`config.mk`:
```
export PLATFORM = sky130hd
export DESIGN_NAME = seg_scan_decoder
export DESIGN_NICKNAME = d
export VERILOG_FILES = /design/src/rtl/seg7_pkg.sv /design/src/rtl/seg_input_filter.sv /design/src/rtl/seg_scan_decoder.sv
export SDC_FILE = /design/constraint.sdc
export NUM_CORES = 1
export LEC_CHECK = 0
export CAP_MARGIN = 40
export CORE_MARGIN = 10
export CORE_UTILIZATION = 55
export DETAILED_ROUTE_END_ITERATION = 10
export HOLD_SLACK_MARGIN = 0.03
export PLACE_DENSITY = 0.87
export SETUP_SLACK_MARGIN = 0.05
export SLEW_MARGIN = 20
export SYNTH_ARGS = -nofsm -noshare
export SYNTH_HDL_FRONTEND = slang
export SYNTH_SLANG_ARGS = --single-unit
```
`constraint.sdc`:
```
create_clock -name clk -period 4.1 [get_ports clk]
set_clock_uncertainty 0.05 [all_clocks]
set_input_delay 1.025 -clock clk [delete_from_list [all_inputs] [get_ports clk]]
set_output_delay 1.025 -clock clk [all_outputs]
set_load 0.02 [all_outputs]
```
`src/rtl/seg7_pkg.sv`:
```
// seg7_pkg: shared constants and types for the 7-segment scan decoder.
//   - Segment codes for digits 0..9, ordered a..g (MSB = a).
//   - Active-low one-hot digit enables and the blank pattern.
//   - Digit index type, frame FSM state type, and seg_to_bcd() lookup.
package seg7_pkg;

    localparam logic [6:0] SEG_0 = 7'b1111110;
    localparam logic [6:0] SEG_1 = 7'b0110000;
    localparam logic [6:0] SEG_2 = 7'b1101101;
    localparam logic [6:0] SEG_3 = 7'b1111001;
    localparam logic [6:0] SEG_4 = 7'b0110011;
    localparam logic [6:0] SEG_5 = 7'b1011011;
    localparam logic [6:0] SEG_6 = 7'b1011111;
    localparam logic [6:0] SEG_7 = 7'b1110000;
    localparam logic [6:0] SEG_8 = 7'b1111111;
    localparam logic [6:0] SEG_9 = 7'b1111011;

    localparam logic [3:0] CTRL_UNITS     = 4'b0111;
    localparam logic [3:0] CTRL_TENS      = 4'b1011;
    localparam logic [3:0] CTRL_HUNDREDS  = 4'b1101;
    localparam logic [3:0] CTRL_THOUSANDS = 4'b1110;
    localparam logic [3:0] CTRL_BLANK     = 4'b1111;

    typedef logic [1:0] digit_idx_t;

    // Encoding matches the expected digit index while collecting.
    typedef enum logic [1:0] {
        StIdle     = 2'd0,
        StCollect1 = 2'd1,
        StCollect2 = 2'd2,
        StCollect3 = 2'd3
    } frame_state_e;

    // Returns {hit, bcd}; hit = 0 for any unrecognised pattern.
    function automatic logic [4:0] seg_to_bcd(input logic [6:0] seg);
        logic [4:0] r;
        r = 5'b0_0000;
        case (seg)
            SEG_0:   r = {1'b1, 4'd0};
            SEG_1:   r = {1'b1, 4'd1};
            SEG_2:   r = {1'b1, 4'd2};
            SEG_3:   r = {1'b1, 4'd3};
            SEG_4:   r = {1'b1, 4'd4};
            SEG_5:   r = {1'b1, 4'd5};
            SEG_6:   r = {1'b1, 4'd6};
            SEG_7:   r = {1'b1, 4'd7};
            SEG_8:   r = {1'b1, 4'd8};
            SEG_9:   r = {1'b1, 4'd9};
            default: r = 5'b0_0000;
        endcase
        return r;
    endfunction

endpackage

```
`src/rtl/seg_input_filter.sv`:
```
// seg_input_filter: 2-flop synchronizer plus settle filter for the scan bus.
//   clk, reset    : clock, async active-high reset
//   ctrl_in       : raw active-low digit enables
//   segment_in    : raw segment bus (a..g, dp)
//   ctrl_sync     : synchronized digit enables
//   segment_sync  : synchronized segment bus
//   accept        : one-cycle pulse once {ctrl,segment} has been stable long enough
module seg_input_filter #(
    parameter int unsigned SETTLE_CYCLES = 4
) (
    input  logic       clk,
    input  logic       reset,
    input  logic [3:0] ctrl_in,
    input  logic [7:0] segment_in,
    output logic [3:0] ctrl_sync,
    output logic [7:0] segment_sync,
    output logic       accept
);

    localparam int unsigned CW = (SETTLE_CYCLES > 1) ? $clog2(SETTLE_CYCLES) : 1;
    localparam logic [CW-1:0] CNT_MAX = CW'(SETTLE_CYCLES - 1);

    logic [3:0]    ctrl_meta;
    logic [7:0]    seg_meta;
    logic [11:0]   prev;
    logic [CW-1:0] cnt;
    logic          armed;
    logic          same;

    assign same   = ({ctrl_sync, segment_sync} == prev);
    // armed ensures one accept per settled value, however long it is held.
    assign accept = same && armed && (cnt == CNT_MAX);

    always_ff @(posedge clk or posedge reset) begin
        if (reset) begin
            ctrl_meta    <= 4'hF;
            ctrl_sync    <= 4'hF;
            seg_meta     <= 8'h00;
            segment_sync <= 8'h00;
            prev         <= {4'hF, 8'h00};
            cnt          <= '0;
            armed        <= 1'b0;
        end else begin
            ctrl_meta    <= ctrl_in;
            ctrl_sync    <= ctrl_meta;
            seg_meta     <= segment_in;
            segment_sync <= seg_meta;
            prev         <= {ctrl_sync, segment_sync};
            if (!same) begin
                cnt   <= '0;
                armed <= 1'b1;
            end else begin
                if (cnt != CNT_MAX) begin
                    cnt <= cnt + 1'b1;
                end
                if (accept) begin
                    armed <= 1'b0;
                end
            end
        end
    end

endmodule

```
`src/rtl/seg_scan_decoder.sv`:
```
// seg_scan_decoder: decodes a 4-digit multiplexed 7-segment scan back to BCD.
//   clk, reset    : clock, async active-high reset
//   ctrl_in       : active-low one-hot digit enables (1111 = blank)
//   segment_in    : segments a..g on [7:1], dp on [0]
//   digits_out    : {thousands,hundreds,tens,units} of the last good frame
//   dp_out        : decimal points in the same order
//   digits_valid  : digits_out holds a good frame and the display is not stale
//   frame_valid   : one-cycle pulse when digits_out updates
//   err_seg/err_ctrl/err_seq : one-cycle error pulses
//   stale         : no accepted sample for TIMEOUT_CYCLES
module seg_scan_decoder
    import seg7_pkg::*;
#(
    parameter int unsigned SETTLE_CYCLES  = 4,
    parameter int unsigned TIMEOUT_CYCLES = 32768,
    parameter int unsigned TO_W           = 16
) (
    input  logic        clk,
    input  logic        reset,
    input  logic [3:0]  ctrl_in,
    input  logic [7:0]  segment_in,
    output logic [15:0] digits_out,
    output logic [3:0]  dp_out,
    output logic        digits_valid,
    output logic        frame_valid,
    output logic        err_seg,
    output logic        err_ctrl,
    output logic        err_seq,
    output logic        stale
);

    localparam logic [TO_W-1:0] TO_MAX = TO_W'(TIMEOUT_CYCLES);

    logic [3:0]  ctrl_sync;
    logic [7:0]  seg_sync;
    logic        accept;

    seg_input_filter #(
        .SETTLE_CYCLES(SETTLE_CYCLES)
    ) u_filter (
        .clk         (clk),
        .reset       (reset),
        .ctrl_in     (ctrl_in),
        .segment_in  (segment_in),
        .ctrl_sync   (ctrl_sync),
        .segment_sync(seg_sync),
        .accept      (accept)
    );

    logic [4:0]   dec;
    logic         seg_hit;
    logic [3:0]   seg_bcd;
    logic         seg_dp;
    logic         ctrl_blank;
    logic         ctrl_onehot;
    digit_idx_t   idx;
    digit_idx_t   exp_idx;

    assign dec     = seg_to_bcd(seg_sync[7:1]);
    assign seg_hit = dec[4];
    assign seg_bcd = dec[3:0];
    assign seg_dp  = seg_sync[0];

    always_comb begin
        ctrl_blank  = 1'b0;
        ctrl_onehot = 1'b1;
        idx         = 2'd0;
        case (ctrl_sync)
            CTRL_UNITS:     idx = 2'd0;
            CTRL_TENS:      idx = 2'd1;
            CTRL_HUNDREDS:  idx = 2'd2;
            CTRL_THOUSANDS: idx = 2'd3;
            CTRL_BLANK: begin
                ctrl_blank  = 1'b1;
                ctrl_onehot = 1'b0;
            end
            default:        ctrl_onehot = 1'b0;
        endcase
    end

    frame_state_e    state_q, state_d;
    logic [11:0]     shadow_q, shadow_d;
    logic [2:0]      shadow_dp_q, shadow_dp_d;
    logic            bad_q, bad_d;
    logic [TO_W-1:0] to_cnt_q, to_cnt_d;
    logic [15:0]     digits_d;
    logic [3:0]      dp_d;
    logic            digits_valid_d, frame_valid_d, stale_d;
    logic            err_seg_d, err_ctrl_d, err_seq_d;
    logic            timeout_hit;
    logic            store;

    assign exp_idx     = digit_idx_t'(state_q);
    // Fires on the cycle the counter would step onto TIMEOUT_CYCLES; an accept wins.
    assign timeout_hit = !accept && (to_cnt_q == TO_MAX - 1'b1);

    always_comb begin
        state_d        = state_q;
        shadow_d       = shadow_q;
        shadow_dp_d    = shadow_dp_q;
        bad_d          = bad_q;
        to_cnt_d       = to_cnt_q;
        digits_d       = digits_out;
        dp_d           = dp_out;
        digits_valid_d = digits_valid;
        frame_valid_d  = 1'b0;
        stale_d        = stale;
        err_seg_d      = 1'b0;
        err_ctrl_d     = 1'b0;
        err_seq_d      = 1'b0;
        store          = 1'b0;

        if (accept) begin
            to_cnt_d = '0;
            stale_d  = 1'b0;
        end else if (to_cnt_q != TO_MAX) begin
            to_cnt_d = to_cnt_q + 1'b1;
        end

        if (timeout_hit) begin
            stale_d        = 1'b1;
            digits_valid_d = 1'b0;
            state_d        = StIdle;
        end

        if (accept && !ctrl_blank && !ctrl_onehot) begin
            err_ctrl_d = 1'b1;
            state_d    = StIdle;
        end

        if (accept && ctrl_onehot) begin
            err_seg_d = !seg_hit;
            if (idx == 2'd0) begin
                // Units always (re)starts a frame, from any state.
                store   = 1'b1;
                bad_d   = !seg_hit;
                state_d = StCollect1;
            end else if (state_q != StIdle) begin
                if (idx == exp_idx) begin
                    if (idx == 2'd3) begin
                        if (!bad_q && seg_hit) begin
                            digits_d       = {seg_bcd, shadow_q};
                            dp_d           = {seg_dp, shadow_dp_q};
                            frame_valid_d  = 1'b1;
                            digits_valid_d = 1'b1;
                        end
                        state_d = StIdle;
                    end else begin
                        store   = 1'b1;
                        bad_d   = bad_q | !seg_hit;
                        state_d = frame_state_e'(exp_idx + 2'd1);
                    end
                end else if (idx == exp_idx - 2'd1) begin
                    // Same digit re-accepted after a mid-display segment change.
                    store = 1'b1;
                    bad_d = bad_q | !seg_hit;
                end else begin
                    err_seq_d = 1'b1;
                    state_d   = StIdle;
                end
            end
        end

        if (store) begin
            case (idx)
                2'd0: begin
                    shadow_d[3:0]  = seg_bcd;
                    shadow_dp_d[0] = seg_dp;
                end
                2'd1: begin
                    shadow_d[7:4]  = seg_bcd;
                    shadow_dp_d[1] = seg_dp;
                end
                default: begin
                    shadow_d[11:8] = seg_bcd;
                    shadow_dp_d[2] = seg_dp;
                end
            endcase
        end
    end

    always_ff @(posedge clk or posedge reset) begin
        if (reset) begin
            state_q      <= StIdle;
            shadow_q     <= '0;
            shadow_dp_q  <= '0;
            bad_q        <= 1'b0;
            to_cnt_q     <= '0;
            digits_out   <= '0;
            dp_out       <= '0;
            digits_valid <= 1'b0;
            frame_valid  <= 1'b0;
            stale        <= 1'b0;
            err_seg      <= 1'b0;
            err_ctrl     <= 1'b0;
            err_seq      <= 1'b0;
        end else begin
            state_q      <= state_d;
            shadow_q     <= shadow_d;
            shadow_dp_q  <= shadow_dp_d;
            bad_q        <= bad_d;
            to_cnt_q     <= to_cnt_d;
            digits_out   <= digits_d;
            dp_out       <= dp_d;
            digits_valid <= digits_valid_d;
            frame_valid  <= frame_valid_d;
            stale        <= stale_d;
            err_seg      <= err_seg_d;
            err_ctrl     <= err_ctrl_d;
            err_seq      <= err_seq_d;
        end
    end

endmodule

```
==> results.py, run 1 <==
metrics = {
    "final_layout": {
        "drive_above_1_share_pct": 18.3,
        "fin_cells": 493,
        "antenna_cells": 0,
        "final_nets": 407,
        "fillers": 566,
        "area_growth_pct": 16.0,
    },
    "setup_path": {
        "r2r_end": "shadow_dp_q[1]",
        "crit_slowest_cell": "dfstp_2",
        "timing.rr.start": "u_filter.ctrl_sync[1]",
        "cp.required_ns": 4.30,
        "worstRegToRegCells": 7,
        "crit_buf_inv": 1,
        "cp-end-kind": "flop",
        "r2r_setup_slack_ns": 1.13,
        "startpoint_type": "flop",
        "path_cells": "xnor2_1, nand4_1, nor4b_4, buf_4, nand2b_2, or4_1, mux2_4",
        "cp_max_fo": 23,
        "critPathKind": "reg -> reg",
        "path_delay_family": "simple AND/OR/NAND/NOR gates",
        "cp.arrival_ns": 3.17,
        "cp_slowest_stage_delay_ns": 0.75,
    },
    "drt": {
        "drt-initial-drc-count": 151,
        "wire_per_inst_um": 16.5,
        "via_per_inst": 5.70,
        "wl_um": 8110,
        "num_vias": 2809,
        "drt_first_pass_iters": 5,
        "remaining_drc_errors": 0,
        "antenna_left": 0,
    },
    "hold_path": {
        "holdPathEnd": "u_filter.segment_sync[0]",
        "min-delay-start": "u_filter.seg_meta[0]",
        "hp-class": "reg -> reg",
        "whs_path_depth": 0,
    },
    "power_and_ir_drop": {
        "powerDensity_nw_per_um2": 345,
        "total_leakage_power_nw": 2.23,
        "ir_drop_uv": 236,
    },
    "logic_synthesis": {
        "synth_area_leaders": "dfrtp_1, dfstp_2, mux2_2",
        "synthesis.area_um2": 4250,
        "synth_top_area_share_pct": 51.2,
        "yosys_register_bits": 99,
        "seq_area_frac_synth_pct": 58.7,
        "ys.flop_type": "dfrtp_1",
        "synth_nets": 370,
        "synth_edf_count": 0,
        "synth_largest_area_cell": "dfrtp_1",
        "synthArstFlopShare_pct": 100,
        "yosysWarnings": 0,
        "netlist_instances": 352,
        "yosys-top-cells-count": "dfrtp_1, mux2_2, nor2_1",
        "synthDistinctLibCells": 49,
        "synth.most_common_cell": "dfrtp_1",
        "syn_area_per_cell_um2": 12.1,
    },
    "cts": {
        "post_cts_buffers": 0,
        "ctsLongestPathBuffers": 2,
        "cts-resized-gates": 0,
        "clock-root-buffer": "clkbuf_8",
        "cts_tree": "done",
        "clk_pin_slew_worst_paths_ns": 0.10,
        "htree_levels": 3,
        "clk_latency_ns": 0.37,
        "cts_hold_buf": 0,
        "cts.sinks": 99,
        "cts_buffers": 9,
    },
    "grt": {
        "grt_pass1_wl_um": 13800,
        "gr-total-overflow": 0,
        "grt_max_degree": 64,
        "first_global_vias": 2806,
        "antenna_found_initial": 0,
        "grt_util_all_layers_pct": 14.8,
    },
    "sta": {
        "fin_crit_sh_pct": 72.5,
        "max_freq_ghz": 0.337,
        "finalSetupViolCount": 0,
        "worst_pin_slew_ns": 0.613,
        "hold_viol_final": 0,
        "relSlewSlack_pct": 58.7,
        "period_minus_slack_ns": 2.97,
        "rsz0062_at_grt": "no",
        "slew_viol_final": 0,
        "setup_tns_ns": 0,
        "fin_ws_ns": 1.13,
    },
    "flow_run": {
        "drv_cap": 0,
    },
    "place": {
        "portBuffers": 39,
        "hpwlAfterDp_um": 5760,
        "post-place-ws_ns": 1.17,
        "place_inst": 477,
        "gp_congestion": 0.892,
    },
    "run_status": {
        "status": "finished, final reports clean",
    },
    "die": {
        "die-area_um2": 11600,
        "core_um2": 7370,
        "start_util_pct": 57.7,
        "floorplan.io_pins": 40,
        "dieHeight_um": 108,
        "core.rowCount": 31,
        "die_w_um": 108,
    },
}
==> cells in the final DEF (no fill, tap or decap), types with 10 or more instances in the layout <==
cell type,n
o21ai_0,10
xnor2_1,11
nand2_1,22
mux2_2,28
clkdlybuf4s50_1,39
dfrtp_1,87
nor2_1,28
nand3_1,15
nand2b_1,10
dfstp_2,12
xor2_1,16
==> cells by family (layout without fill, tap and decap cells) <==
kind of cell	Yosys count	after routing	share of synthesized area, %
and+or+nand+nor	122	122	16.2
xor gates and xnor gates	27	27	5.57
AOI/OAI and AO/OA	40	40	6.27
buffers and inverters	25	67	2.50
muxes	35	35	9.66
adders and majority gates	4	4	1.18
DFF	99	99	58.7
==> state kept, by name, indices dropped and copies added (netlist names), 2 cells and up <==
register	cells
shadow_dp_q	3
u_filter.ctrl_meta	4
u_filter.ctrl_sync	4
to_cnt_q	16
digits_out	16
u_filter.segment_sync	8
exp_idx	2
shadow_q	12
u_filter.prev	12
u_filter.seg_meta	8
dp_out	4
u_filter.cnt	2
==> metal layers <==
layer	part of all wire [%]	wire, um	global-route usage (%)
met1	44	3600	19.2
met2	48	3930	23.2
met3	5.3	427	3.23
met4	1.8	149	6.30
met5	0	0	0
==> how the worst max path moves through the flow <==
stage	startpoint	endpoint	depth (start not counted)
after floorplan	reset	bad_q	1
after global placement	u_filter.ctrl_sync[1]	shadow_q[5]	7
after detailed placement	u_filter.ctrl_sync[1]	shadow_q[6]	7
after CTS	u_filter.ctrl_sync[1]	shadow_dp_q[1]	7
after global routing	u_filter.ctrl_sync[1]	shadow_dp_q[1]	7
final	u_filter.ctrl_sync[1]	shadow_dp_q[1]	7
==> stage by stage <==
stage	hold slack, ns	utilization, %	area (um^2)	total power, mW
after floorplan	0.281	-	4250	1.09
after global placement	0.281	63.9	4710	1.11
after detailed placement	0.286	64.3	4740	1.12
after CTS	0.311	66.9	4930	1.72
after global routing	0.310	66.9	4930	1.77
final	0.307	66.9	4930	1.70
==> area by class of cell <==
cell class,instances,area [um^2],share of cell area [%]
clock buffer,9,124,2.51
tap,99,124,2.51
inverter,8,32.5,0.660
timing repair buffer,43,440,8.94
clock inverter,7,65.1,1.32
multi-input combinational,228,1650,33.5
sequential,99,2490,50.6
==> where the power goes <==
part	internal (mW)	switching, mW
logic	0.0346	0.0428
clock network	0.238	0.364
registers	0.999	0.0239
==> worst reg2reg max path: stages, from the launching register on <==
cell	delay, ns
dfstp_2	0.75
xnor2_1	0.17
nand4_1	0.20
nor4b_4	0.30
buf_4	0.31
nand2b_2	0.14
or4_1	0.59
mux2_4	0.36
No activity file was read; power rests on OpenSTA's default activity.
==> inputs of run 2 (changes only) <==
==> constraint.sdc (replaced) <==
create_clock -name clk -period 2.9 [get_ports clk]
set_clock_uncertainty 0.05 [all_clocks]
set_input_delay 0.725 -clock clk [delete_from_list [all_inputs] [get_ports clk]]
set_output_delay 0.725 -clock clk [all_outputs]
set_load 0.02 [all_outputs]
==> run 2 against run 1 <==
Effect of this change: sequential power is 41% higher; die area stayed put; power up 41%; final cell count up 1.0%; count of clock-buffer cells in the layout is the same; worst hold slack about the same; via count grew 0.96%; non-clock buffer count grew 5; sequential cell count stayed put; fmax increased by 13%; worst setup slack worse by 0.86 ns; largest cell class unchanged; largest power group unchanged.
==> results.py, run 2 (synthesis results as in run 1) <==
metrics = {
    "sta": {
        "fin_crit_sh_pct": 90.9,
        "setup_tns_ns": 0,
        "period_minus_slack_ns": 2.64,
        "slew_viol_final": 0,
        "finalSetupViolCount": 0,
        "hold_viol_final": 0,
        "rsz0062_at_grt": "no",
        "worst_pin_slew_ns": 0.743,
        "max_freq_ghz": 0.379,
        "relSlewSlack_pct": 50.4,
    },
    "drt": {
        "via_per_inst": 5.69,
        "num_vias": 2836,
        "drt-initial-drc-count": 168,
        "drt_first_pass_iters": 5,
        "antenna_left": 0,
        "wire_per_inst_um": 16.4,
        "remaining_drc_errors": 0,
        "wl_um": 8160,
    },
    "cts": {
        "clock-root-buffer": "clkbuf_8",
        "cts_buffers": 9,
        "cts_tree": "done",
        "clk_latency_ns": 0.37,
        "cts_hold_buf": 0,
        "clk_pin_slew_worst_paths_ns": 0.10,
        "post_cts_buffers": 0,
        "cts.sinks": 99,
        "htree_levels": 3,
        "cts-resized-gates": 0,
        "ctsLongestPathBuffers": 2,
    },
    "final_layout": {
        "fillers": 538,
        "layout_commonest_cell": "dfrtp_1",
        "antenna_cells": 0,
        "final_nets": 412,
        "drive_above_1_share_pct": 19.8,
        "regArea_um2": 2490,
        "reg_top3": "digits_out: 16 flops, to_cnt_q: 16 flops",
        "mostFrequentLayoutCells": "dfrtp_1, clkdlybuf4s50_1, nor2_1, mux2_2, nand2_1",
        "area_growth_pct": 16.8,
        "multiInputGateArea_um2": 1650,
    },
    "grt": {
        "grt_use_met3_pct": 3.11,
        "grt_pass1_wl_um": 14100,
        "grt_use_met2_pct": 23.9,
        "antenna_found_initial": 0,
        "grt-busiest-layer": "met2",
        "grt_max_degree": 100,
        "use_met1_pct": 18.7,
        "first_global_vias": 2936,
        "gr-total-overflow": 0,
        "grt_util_all_layers_pct": 14.8,
    },
    "setup_path": {
        "timing.rr.start": "exp_idx[0]",
        "cp-end-kind": "flop",
        "r2r_setup_slack_ns": 0.26,
        "cp.arrival_ns": 2.84,
        "worstRegToRegCells": 7,
        "r2r_end": "shadow_q[7]",
        "cp.required_ns": 3.10,
        "cp_max_fo": 10,
        "startpoint_type": "flop",
        "critPathKind": "reg -> reg",
    },
    "hold_path": {
        "whs_path_depth": 0,
        "holdPathEnd": "u_filter.segment_sync[1]",
        "min-delay-start": "u_filter.seg_meta[1]",
        "hp-class": "reg -> reg",
    },
    "die": {
        "dieHeight_um": 108,
        "start_util_pct": 57.7,
        "die_w_um": 108,
        "floorplan.io_pins": 40,
        "core_um2": 7370,
        "die-area_um2": 11600,
        "core.rowCount": 31,
    },
    "power_and_ir_drop": {
        "p_total_mw": 2.40,
        "ir_drop_uv": 361,
        "powerDensity_nw_per_um2": 483,
        "total_leakage_power_nw": 2.25,
    },
    "place": {
        "gp_congestion": 0.842,
        "portBuffers": 39,
        "hpwlAfterDp_um": 5890,
    },
    "run_status": {
        "status": "finished, final reports clean",
    },
    "flow_run": {
        "drv_cap": 0,
    },
}
[run 2: final cells by class]
class                           instances  area share [%]
Inverter                                8           0.680
Sequential cell                        99            50.2
Multi-Input combinational cell        228            33.3
Tap cell                               99            2.49
Clock buffer                            9            2.49
Timing Repair Buffer                   48            9.48
Clock inverter                          7            1.31
[run 2: how the worst max path moves through the flow]
| stage | from | end | slack [ns] |
|---|---|---|---|
| 6_report | exp_idx[0] | shadow_q[7] | 0.26 |
| 5_1_grt | u_filter.ctrl_sync[1] | digits_out[7] | 0.10 |
| 4_1_cts | exp_idx[0] | shadow_q[7] | 0.1 |
| 3_5_place_dp | exp_idx[0] | shadow_dp_q[1] | 0.12 |
| 3_3_place_gp | exp_idx[0] | shadow_dp_q[1] | 0.20 |
| 2_1_floorplan | exp_idx[0] | shadow_dp_q[1] | 0.24 |
[run 2: power by group]
group          switching (mW)  internal (mW)
sequential             0.0310           1.41
combinational          0.0619         0.0488
clock                   0.507          0.336
total                   0.600           1.80
[run 2: worst max-delay path: stages, from the launching register on]
cell and delay (ns):
dfrtp_2 0.45, inv_1 0.11, ha_1 0.36, nor4_1 0.28
a41oi_1 0.14, and4_1 0.25, or4_4 0.55, mux2_4 0.33
[run 2: layer usage]
| metal | share of wire, % | wire (um) |
|---|---|---|
| met5 | 0 | 0 |
| met4 | 1.6 | 131 |
| met3 | 6.0 | 491 |
| met2 | 49 | 3970 |
| met1 | 44 | 3560 |
[run 2: metrics by stage]
| stage | setup WS, ns | instance area, um^2 | hold slack, ns | util, % | std cells |
|---|---|---|---|---|---|
| after floorplan | 0.236 | 4250 | 0.281 | - | 352 |
| after global routing | 0.103 | 4960 | 0.313 | 67.4 | 498 |
| after CTS | 0.0987 | 4960 | 0.311 | 67.3 | 498 |
| final | 0.264 | 4960 | 0.306 | 67.4 | 498 |
| after detailed placement | 0.119 | 4770 | 0.287 | 64.7 | 482 |
| after global placement | 0.195 | 4770 | 0.282 | 64.7 | 482 |
==> inputs of run 3 (changes only) <==
==> constraint.sdc (replaced) <==
create_clock -name clk -period 2.9 [get_ports clk]
set_clock_uncertainty 0.05 [all_clocks]
set_input_delay 0.435 -clock clk [delete_from_list [all_inputs] [get_ports clk]]
set_output_delay 0.435 -clock clk [all_outputs]
set_load 0.02 [all_outputs]
==> run 3 against run 2 <==
Effect of this change: sequential cell count did not move; design area rose by 0.25%; critical path depth did not move; final cell count rose by 0.20%; combinational power barely moved; fmax fell by 2.7%; non-clock buffer count rose by 1; clock power fell by 2.4%; via count rose by 1.4%; sequential share of layout area fell by 0.051 points; worst setup slack got worse by 0.074 ns; worst hold slack improved by 0.00070 ns; critical path type unchanged; critical endpoint is now digits_out[15]; largest cell class unchanged.
==> results.py, run 3 (synthesis results as in run 1) <==
metrics = {
    "setup_path": {
        "timing.rr.start": "u_filter.segment_sync[5]",
        "startpoint_type": "flop",
        "cp-end-kind": "flop",
        "worstRegToRegCells": 7,
        "cp_max_fo": 14,
        "cp.required_ns": 3.11,
        "cp.arrival_ns": 2.92,
        "critPathKind": "reg -> reg",
        "r2r_setup_slack_ns": 0.19,
        "r2r_end": "digits_out[15]",
    },
    "final_layout": {
        "reg_top3": "digits_out: 16 flops, to_cnt_q: 16 flops",
        "multiInputGateArea_um2": 1650,
        "drive_above_1_share_pct": 19.8,
        "area_growth_pct": 17.1,
        "antenna_cells": 0,
        "regArea_um2": 2500,
        "mostFrequentLayoutCells": "dfrtp_1, clkdlybuf4s50_1, nor2_1, mux2_2, nand2_1",
        "final_nets": 413,
        "fillers": 530,
        "final_util_pct": 67.5,
        "layout_commonest_cell": "dfrtp_1",
    },
    "hold_path": {
        "min-delay-start": "u_filter.seg_meta[1]",
        "hp-class": "reg -> reg",
        "whs_path_depth": 0,
        "holdPathEnd": "u_filter.segment_sync[1]",
    },
    "cts": {
        "clk_pin_slew_worst_paths_ns": 0.10,
        "cts_hold_buf": 0,
        "clock-root-buffer": "clkbuf_8",
        "htree_levels": 3,
        "cts.sinks": 99,
        "cts_buffers": 9,
        "clk_latency_ns": 0.37,
        "cts_tree": "done",
        "ctsLongestPathBuffers": 2,
    },
    "die": {
        "core_um2": 7370,
        "start_util_pct": 57.7,
        "die_w_um": 108,
        "dieHeight_um": 108,
        "die-area_um2": 11600,
        "floorplan.io_pins": 40,
        "core.rowCount": 31,
    },
    "power_and_ir_drop": {
        "powerDensity_nw_per_um2": 478,
        "ir_drop_uv": 363,
        "p_total_mw": 2.38,
        "total_leakage_power_nw": 2.25,
    },
    "place": {
        "portBuffers": 39,
        "hpwlAfterDp_um": 6090,
        "gp_congestion": 0.846,
    },
    "flow_run": {
        "drv_cap": 0,
    },
    "sta": {
        "max_freq_ghz": 0.369,
        "hold_viol_final": 0,
        "finalSetupViolCount": 0,
        "finalHoldWorstSlack_ns": 0.307,
        "fin_crit_sh_pct": 93.4,
        "slew_viol_final": 0,
        "period_minus_slack_ns": 2.71,
        "relSlewSlack_pct": 52.3,
        "rsz0062_at_grt": "no",
        "setup_tns_ns": 0,
        "worst_pin_slew_ns": 0.709,
    },
    "grt": {
        "grt_util_all_layers_pct": 15.0,
        "gr-total-overflow": 0,
        "grt_pass1_wl_um": 14000,
        "antenna_found_initial": 0,
        "grt_max_degree": 49,
        "first_global_vias": 2864,
    },
    "drt": {
        "drt-initial-drc-count": 183,
        "wl_um": 8380,
        "remaining_drc_errors": 0,
        "drt_first_pass_iters": 6,
        "via_per_inst": 5.76,
        "antenna_left": 0,
        "num_vias": 2875,
        "wire_per_inst_um": 16.8,
    },
    "run_status": {
        "status": "finished, final reports clean",
    },
}
-- run 3: layout make-up --
cell class	instances	share of cell area [%]
clock buffers	10	2.56
clock inverters	6	1.26
inverters	8	0.679
multi-input cells	228	33.2
flip-flops and latches	99	50.2
well taps	99	2.49
repair buffers	49	9.60
-- run 3: what timing repair did --
item | 4_1_cts | 5_1_grt
endpoints found under the setup margin | 0 | 5
resized for setup | 0 | 3
buffers inserted | 0 | 0
-- run 3: worst max-delay path, stage by stage (launching register included) --
cell and delay, ns:
dfrtp_1 0.51, nor2b_1 0.21, o2111ai_1 0.21, nand3_1 0.27, or3b_2 0.58, nand3_1 0.16
buf_4 0.25, mux2_2 0.37
-- run 3: worst max-delay path by stage --
stage                                   from        endpoint  slack (ns)  depth (start not counted)
finish              u_filter.segment_sync[5]  digits_out[15]        0.19                          7
floorplan                         exp_idx[0]  shadow_dp_q[1]        0.24                          9
global placement                  exp_idx[0]  shadow_dp_q[1]        0.20                          7
global route        u_filter.segment_sync[5]   digits_out[4]        0.11                          7
detailed placement                exp_idx[0]  shadow_dp_q[1]        0.10                          7
CTS                               exp_idx[0]     shadow_q[5]        0.07                          7
-- run 3: metal layers --
| layer | part of all wire [%] | routed length [um] | vias up | track usage (%) |
|---|---|---|---|---|
| met2 | 48 | 4050 | 116 | 24.1 |
| met1 | 43 | 3610 | 1413 | 19.1 |
| met4 | 2.1 | 174 | 0 | 6.58 |
| met5 | 0 | 0 | - | 0 |
| met3 | 6.4 | 537 | 26 | 3.35 |
| li1 | - | - | 1320 | - |
-- run 3: report_power, final --
group          total, mW  leakage (nW)  switching, mW  internal, mW
clock network      0.823        0.0953          0.491         0.331
registers           1.44          1.27         0.0310          1.41
logic              0.113         0.889         0.0637        0.0497
total               2.38          2.25          0.586          1.79
-- run 3: metrics by stage --
stage	setup WS (ns)	std cells	cell area, um^2
2_1_floorplan	0.236	352	4250
3_3_place_gp	0.196	483	4780
3_5_place_dp	0.102	483	4780
4_1_cts	0.0722	499	4970
5_1_grt	0.109	499	4980
6_report	0.190	499	4980
==> variant: new RTL, config.mk and constraints of run 1 <==
Reset style: synchronous (`reset`), changed in 2 clocked blocks. Comments in the files are not updated.
--- a/src/rtl/seg_input_filter.sv
+++ b/src/rtl/seg_input_filter.sv
@@ -33,3 +33,3 @@
 
-    always_ff @(posedge clk or posedge reset) begin
+    always_ff @(posedge clk) begin
         if (reset) begin
--- a/src/rtl/seg_scan_decoder.sv
+++ b/src/rtl/seg_scan_decoder.sv
@@ -181,3 +181,3 @@
 
-    always_ff @(posedge clk or posedge reset) begin
+    always_ff @(posedge clk) begin
         if (reset) begin
Behaviour: differs if reset is asserted again (counterexample within 10 cycles, from zero or initial values and one cycle with reset high); with reset held inactive, the same outputs for 10 cycles.
==> variant against run 1 <==
Hold slack gained 0.058 ns. Setup slack lost 0.042 ns. Sequential cell count is the same. Power shrank 1.1%. Non-clock buffer count shrank 1. Routed wire length shrank 6.0%. Cell area shrank 3.6%. Clock power shrank 2%. Area after synthesis shrank 2.5%. Utilization shrank 1.7 points. Critical path type unchanged. Critical endpoint is now digits_out[4]. Largest power group unchanged.
==> variant: results (changes against run 1) <==
Detailed routing
  • Mean routed wirelength per cell: 13.59 um (-17%)
  • Vias per cell: 5.289 (-7.2%)
  • Via count: 2967 (+5.6%)

Run status
  • Result of the run: finished, final reports clean

Pwr
  • Static leakage: 1.905 nW (-15%)
  • Pint: 1.264 mW (-0.58%)
  • Logic power comb: 96.8 uW (+25%)
  • Post-layout power: 1.682 mW (-1.1%)

Yosys
  • Post-synthesis sequential area ratio: 47.85% (-11 points)
  • Number of nets produced by synthesis: 446 (+21%)
  • Most numerous cell types in the synthesized netlist: sky130_fd_sc_hd__dfxtp_1 (99), sky130_fd_sc_hd__nor2_1 (64), sky130_fd_sc_hd__mux2i_1 (35)

Worst setup path
  • Worst R2R Path Depth: 8 (+1)
  • Worst R2R Start: u_filter.ctrl_sync[1]
  • CP max-delay cell: sky130_fd_sc_hd__dfxtp_1

Final layout
  • Comb_multi_in: 296 (+30%)
  • Fin area: 4752 um2 (-3.6%)
  • Layout cell share with drive strength beyond 1: 10.17% (-8.1 points)
  • Number of inserted filler cells in the final layout: 601 (+6.2%)
  • Syn-to-layout area delta: 14.74%
  • Non-clk invs: 9 (+1)
  • Area of the multi-input gates: 1989 um2 (+21%)
  • Seq area share: 41.71% (-8.9 points)

Global routing
  • Aggregate global-route resource usage: 13.65% (-1.1 points)
  • Pin count of the biggest net entering global routing: 40 (-38%)
  • Global-route wire length before repair: 13.12 mm (-5.1%)

Worst hold path
  • Cells on Worst Hold Path: 1 (+1)

Placed design
  • Global placer's final weighted congestion: 0.8432 (-5.5%)
-- variant: cell types whose count changed after synthesis, sizes merged, moves of 5 or more --
cell	before	now
dfxtp	0	99
dfrtp	87	0
nor2	28	64
mux2i	2	35
mux2	33	2
nor2b	4	25
dfstp	12	0
or2	1	13
xnor2	11	19
a21oi	7	13
clkbuf	8	14
xor2	16	10
nand2b	11	6
-- variant: cell families (layout without fill, tap and decap cells) --
logic type	count (synthesis)	after routing	synth area share, %
adder cells (fa/ha/maj)	5	5	1.450
AO/OA/AOI/OAI	41	41	7.402
flip-flops	99	99	47.85
multiplexers	37	37	9.003
AND/OR/NAND/NOR	184	184	23.87
XOR/XNOR	29	29	6.314
buffers and inverters	33	67	4.109
-- variant: worst register-to-register path, delay by kind of cell (launching register included) --
family                    cells  cell delay (ns)
DFF                           1             0.74
xor gates and xnor gates      1             0.21
buffers and inverters         1             0.27
muxes                         1             0.16
and+or+nand+nor               5             1.48
-- variant: layer usage --
metal  global-route usage [%]  up-vias  wire, um
met3                    3.832        8       328
met5                        0        -         0
li1                         -     1509         -
met2                    23.22       50      3866
met1                    15.55     1400      3346
met4                    6.286        0        83
-- variant: worst max path at each step --
stage | startpoint | endpoint | slack [ns] | depth (start not counted)
final | u_filter.ctrl_sync[1] | digits_out[4] | 1.09 | 8
after global placement | u_filter.ctrl_sync[1] | digits_out[4] | 1.11 | 7
after detailed placement | u_filter.ctrl_sync[1] | digits_out[4] | 1.11 | 8
after floorplan | u_filter.segment_sync[3] | digits_out[0] | 1.83 | 10
after CTS | u_filter.ctrl_sync[1] | digits_out[4] | 1.09 | 8
after global routing | u_filter.ctrl_sync[1] | dp_out[0] | 0.85 | 8
